===== config.mk =====
export PLATFORM = sky130hd
export DESIGN_NAME = weight_adder
export DESIGN_NICKNAME = d
export VERILOG_FILES = /design/src/rtl/weight_adder.sv
export SDC_FILE = /design/constraint.sdc
export NUM_CORES = 1
export LEC_CHECK = 0
export ABC_CLOCK_PERIOD_IN_PS = 2300
export CAP_MARGIN = 20
export CELL_PAD_IN_SITES_DETAIL_PLACEMENT = 0
export CELL_PAD_IN_SITES_GLOBAL_PLACEMENT = 1
export CORE_AREA = 2 2 263 291
export CTS_CLUSTER_SIZE = 24
export DETAILED_ROUTE_END_ITERATION = 8
export DIE_AREA = 0 0 265 293
export PLACE_DENSITY_LB_ADDON = 0.2
export SYNTH_ARGS = -nofsm -noshare
export SYNTH_HDL_FRONTEND = slang
export SYNTH_SLANG_ARGS = --single-unit

===== constraint.sdc =====
create_clock -name clk -period 2.3 [get_ports clk]
set_clock_uncertainty 0.05 [all_clocks]
set_input_delay 0.46 -clock clk [delete_from_list [all_inputs] [get_ports clk]]
set_output_delay 0.46 -clock clk [all_outputs]
set_load 0.05 [all_outputs]

===== src/rtl/weight_adder.sv =====
// Per-class weight memory: CLASSN rows of CLAUSEN packed 9-bit weights, one weight read per cycle.
// Latency: 1 cycle from clause_no/clauses/row change to weight; no backpressure, weight updates every edge.
module weight_adder #(
  parameter int CLAUSEN = 10,
  parameter int CLASSN  = 10
) (
  input  logic                       clk,
  input  logic                       rst,
  input  logic                       wea2,
  input  logic [$clog2(CLASSN)-1:0]  bram_addr_a2,
  input  logic [$clog2(CLASSN)-1:0]  bram_addr_2,
  input  logic [9*CLAUSEN-1:0]       weight_write,
  input  logic [8:0]                 clauses,
  input  logic [$clog2(CLAUSEN):0]   clause_no,
  output logic [8:0]                 weight
);

  localparam int ROW_W = 9 * CLAUSEN;

  // Rows start at zero and are deliberately left out of the reset domain.
  logic [ROW_W-1:0] mem_q [CLASSN] = '{default: '0};

  logic             wr_ok;
  int               rd_idx;
  logic             rd_ok;
  logic [ROW_W-1:0] rd_row;
  logic [8:0]       weight_d;
  logic [8:0]       weight_q;

  assign wr_ok = rst && wea2 && (int'(bram_addr_a2) < CLASSN);

  always_ff @(posedge clk) begin
    if (wr_ok) begin
      mem_q[bram_addr_a2] <= weight_write;
    end
  end

  // Clause 1 sits in the most-significant used slot, so the slot index counts down from clauses.
  always_comb begin
    rd_idx   = int'(clauses) - int'(clause_no);
    rd_ok    = (clause_no != '0) && (int'(clause_no) <= int'(clauses)) &&
               (rd_idx < CLAUSEN) && (int'(bram_addr_2) < CLASSN);
    rd_row   = '0;
    weight_d = '0;
    for (int r = 0; r < CLASSN; r++) begin
      if (int'(bram_addr_2) == r) rd_row = mem_q[r];
    end
    if (rd_ok) begin
      for (int s = 0; s < CLAUSEN; s++) begin
        if (rd_idx == s) weight_d = rd_row[s*9 +: 9];
      end
    end
  end

  // Sampling mem_q on the same edge as a write gives read-first behaviour.
  always_ff @(posedge clk or negedge rst) begin
    if (!rst) begin
      weight_q <= '0;
    end else begin
      weight_q <= weight_d;
    end
  end

  assign weight = weight_q;

endmodule


### After elaboration in Yosys (flattened, before gate mapping)

Memory sizes are Yosys's and may differ from the RTL's.
Cells that the tools add are included.

* register bits after elaboration: 9
* bits in writable memories: 900
* input port bits: 115
* output and inout port bits: 9
* word-level logic and storage cells: 56
* memories kept: 1

Memories
* mem_q: depth 10, bits a word 90, rd ports 10, clocked after Yosys merged registers in 0, wr ports 1, RTL line 21 `logic [ROW_W-1:0] mem_q [CLASSN] = '{default: '0};`

* add/sub/neg operators: 1
* $lt $le $gt $ge: 4
* equality and inequality tests: 18
* mux-type cells: 23
* reductions and logical operators: 8

Operators with widths (number)
* 90-bit two-way mux: 10
* 9-bit two-way mux: 11
* 10-bit by 4-bit equality test with 1-bit output (second input constant): 4
* 32-bit zero test: 1
* 4-bit equality test (second input constant): 6
* 10-bit by 3-bit equality test with 1-bit output (second input constant): 2
* 10-bit by 5-bit equality test with 1-bit output (second input constant): 2
* 10-bit by 2-bit equality test with 1-bit output (second input constant): 1
* 10-bit by 5-bit < comparator with 1-bit output (second input constant): 1
* 9-bit by 5-bit subtractor with 10-bit output: 1
* 5-bit by 9-bit less-or-equal comparator with 1-bit output: 1
* 4-bit by 3-bit equality test with 1-bit output (second input constant): 2
* 4-bit < comparator (second input constant): 2
* 1-bit logical AND: 5
* 5-bit nonzero test: 1
* 4-bit by 2-bit equality test with 1-bit output (second input constant): 1
* 4-bit zero test: 1
* 1-bit two-way mux: 2

### Logic depth before layout (Yosys ltp)

* word-level depth: 22
* mapped depth: 15
* depth with buffers taken out: 11

### Least setup slack after synthesis

No wires, ideal clock.

* kind: input to register
* from: input port bram_addr_a2[3]
* to: memory mem_q[0][0] in the netlist's numbering, enable pin
* setup time: 0.650 ns
* arrival: 6.989 ns
* data required time: 1.600 ns
* setup slack: -5.389 ns
* stages on the path: 2
* buffers on the path: 0
* cells stage by stage: or3_1 nor3_1

* cells in the longest elaborated chain, start to end: 4

RTL lines
* start, declared: RTL line 10 `input logic [$clog2(CLASSN)-1:0] bram_addr_a2,`
* 4-bit < comparator: RTL line 30 `assign wr_ok = rst && wea2 && (int'(bram_addr_a2) < CLASSN);`
* 1-bit logical AND: RTL line 30
* 1-bit two-way mux: RTL line 33 `if (wr_ok) begin`
* 1-bit two-way mux (implied by the code): RTL line 34 `mem_q[bram_addr_a2] <= weight_write;`
* end, declared: RTL line 21

Several ways; a longest one is shown, not always the timed one.

==> run metrics <==
outcome finished with violations; violated checks negative setup slack; post-route ant nets 0; Initial Util approximately 48%; Fin Hold WS approximately 0.33 ns; placed cells 3383; syn_nets about 2100; Final Non-Filler Cells about 3600; clock slew at reported path FFs ~0.06 ns; gr usage total between 20% and 30%; Hold Vio Cnt, Final 0; most frequent cells in the layout 900 x edfxtp_1, 323 x buf_4, 109 x nand2_1; drt initial violations roughly 2800; initial antenna violation count 2; port bufs around 120; reg2reg end weight[2]; vias in the first global route approximately 22000; Final Net Count roughly 2600; die width between 200 and 300 microns; diodes inserted 0; met3 WL post-DR 9420 microns; Tightest Pin Transition roughly 0.67 ns; via count of the routed design around 22000; Post-DP HPWL 77100 microns; highest routed layer met4; Vias/cell 6.25; critical path arrival approximately 3 ns; H-tree depth 3; RR Startpoint mem_q[3][2]; Post-synth ARST share less than 1%; Cell Area, Synth 0.0357 sq mm; Total Wirelength about 110000 microns; HP Class in -> async; Clock Path Buffers 3; DRC 0; CP Launch Type flip-flop; clock insertion delay at the later pin of the skew report between 0.6 and 0.7 ns; FF-to-FF path depth 7; Synth-to-Final Area Change 26.2%; io pins 124; CORE AREA between 0.07 and 0.08 sq mm; clk root buf clkbuf_16; Final setup viols 9; final worst path period share 111%; FMAX around 0.39 GHz; met2 wire length approximately 53000 microns; Data required, critical path about 2.8 ns; clk sinks 909; P_leak around 15 nW; CTS tree yes; Avg WL per Cell ~31 microns; number of buffers created by CTS 91; Most used DFF post-synth edfxtp_1; final setup margin -0.254 ns; cts hold-fix bufs 0; share of layout cells above drive strength 1 between 20% and 30%; cells after synthesis just over 2000; CP endpoint kind flip-flop; Final Wtd Congestion about 0.94; critical path class reg -> reg; Die H between 200 and 300 microns; DIE AREA roughly 0.078 sq mm; Slew headroom 55.4%; first-pass GRT wire length ~160000 microns; final slew viol count 0; number of detailed-route iterations in the first pass 8; RSZ-0062 raised after global routing true; critical path peak fanout 1; syn avg cell area about 18 sq um; commonest non-fill, non-tap cell in the layout edfxtp_1; largest vdd supply drop approximately 0.00086 V; post-synthesis sequential area ratio ~76%; wire length on met1 roughly 44000 microns; max-cap viol count 0; Final min period 2.55 ns; PD cells approximately 800 mW/mm^2; yosys warns 0; #FFs+latches synth 909; r2r setup slk -0.25 ns; EDFF count, synth 900; GRT overflow 0; distinct cell type count after synthesis 92; largest net degree at the start of global routing 42; FP Rows 105
through the flow:
step,TNS (ns),util [%],total power [mW],worst slack [ns],instance area [sq um]
final,-0.714,60.5,36.1,-0.254,45000
after global routing,-1.47,60.5,37.1,-0.329,45000
after CTS,-1.73,60.2,36.2,-0.263,44700
after floorplan,-588.47,-,20.0,-1.33,36000
after global placement,-90.18,56.0,21.7,-1.34,41700
after detailed placement,-100.66,56.0,21.8,-1.40,41700
cell type report:
type	instances	area (sq um)
Fill cell	5474	29300
Sequential cell	909	27300
Multi-Input combinational cell	979	8280
Timing Repair Buffer	530	5320
Clock buffer	115	2430
Tap cell	963	1200
Clock inverter	50	463
Inverter	12	61.3
synth_stat cells (14+ instances only):
master	instances	area (sq um)
edfxtp_1	900	27000
nand2_1	115	432
a21oi_1	104	521
nor2_1	99	372
mux4_2	79	1780
mux2i_1	62	621
clkbuf_1	45	169
o21ai_0	44	220
a22oi_1	42	315
o21ai_1	38	190
buf_2	37	185
a221oi_1	29	254
a222oi_1	28	280
o22ai_1	25	156
buf_4	24	180
nor3_1	23	115
nand4_1	18	113
nand3_1	16	80.1
a31oi_1	14	87.6
power by group:
part	switching (mW)	internal (mW)
Combinational	1.84	1.32
Sequential	0.0460	18.4
Clock	6.23	8.29
sequential cells by signal (all words and copies together), names as in the netlist:
signal  cells
mem_q     900
weight      9
layer usage:
layer / up-vias / global-route usage [%]
li1: 9337 / -
met1: 11472 / 39.7
met2: 1215 / 46.4
met3: 197 / 3.70
met4: 0 / 10.7
met5: - / 0
critical path, stage by stage (launching register included):
cell and delay [ns]:
edfxtp_1 0.36, mux4_2 0.49, nor2_2 0.13, a2111oi_2 0.10
o311a_1 0.33, or4_4 0.52, a311o_1 0.29, and4_1 0.15
kinds of logic after synthesis:
kind of cell	share of synthesized area, %
AO/OA/AOI/OAI	9.29
XOR/XNOR	0.0491
adder cells (fa/ha/maj)	0.267
buffers and inverters	2.09
flip-flops	76.4
multiplexers	7.45
AND/OR/NAND/NOR	4.47
how the worst max path moves through the flow:
| stage | startpoint | to | depth (start not counted) |
|---|---|---|---|
| final | mem_q[3][2] | weight[2] | 7 |
| after floorplan | bram_addr_a2[3] | mem_q[4][0] | 2 |
| after detailed placement | clauses[0] | weight[1] | 14 |
| after global placement | clauses[0] | weight[1] | 14 |
| after CTS | mem_q[2][2] | weight[2] | 7 |
| after global routing | mem_q[0][20] | weight[2] | 8 |
timing repair:
item                       CTS  global route
setup endpoints to repair   17             9
resized for setup           61            51
setup buffers                5             5
cloned                       0             2
pin swaps                   14            23
Power figures use the tool's default switching activity.
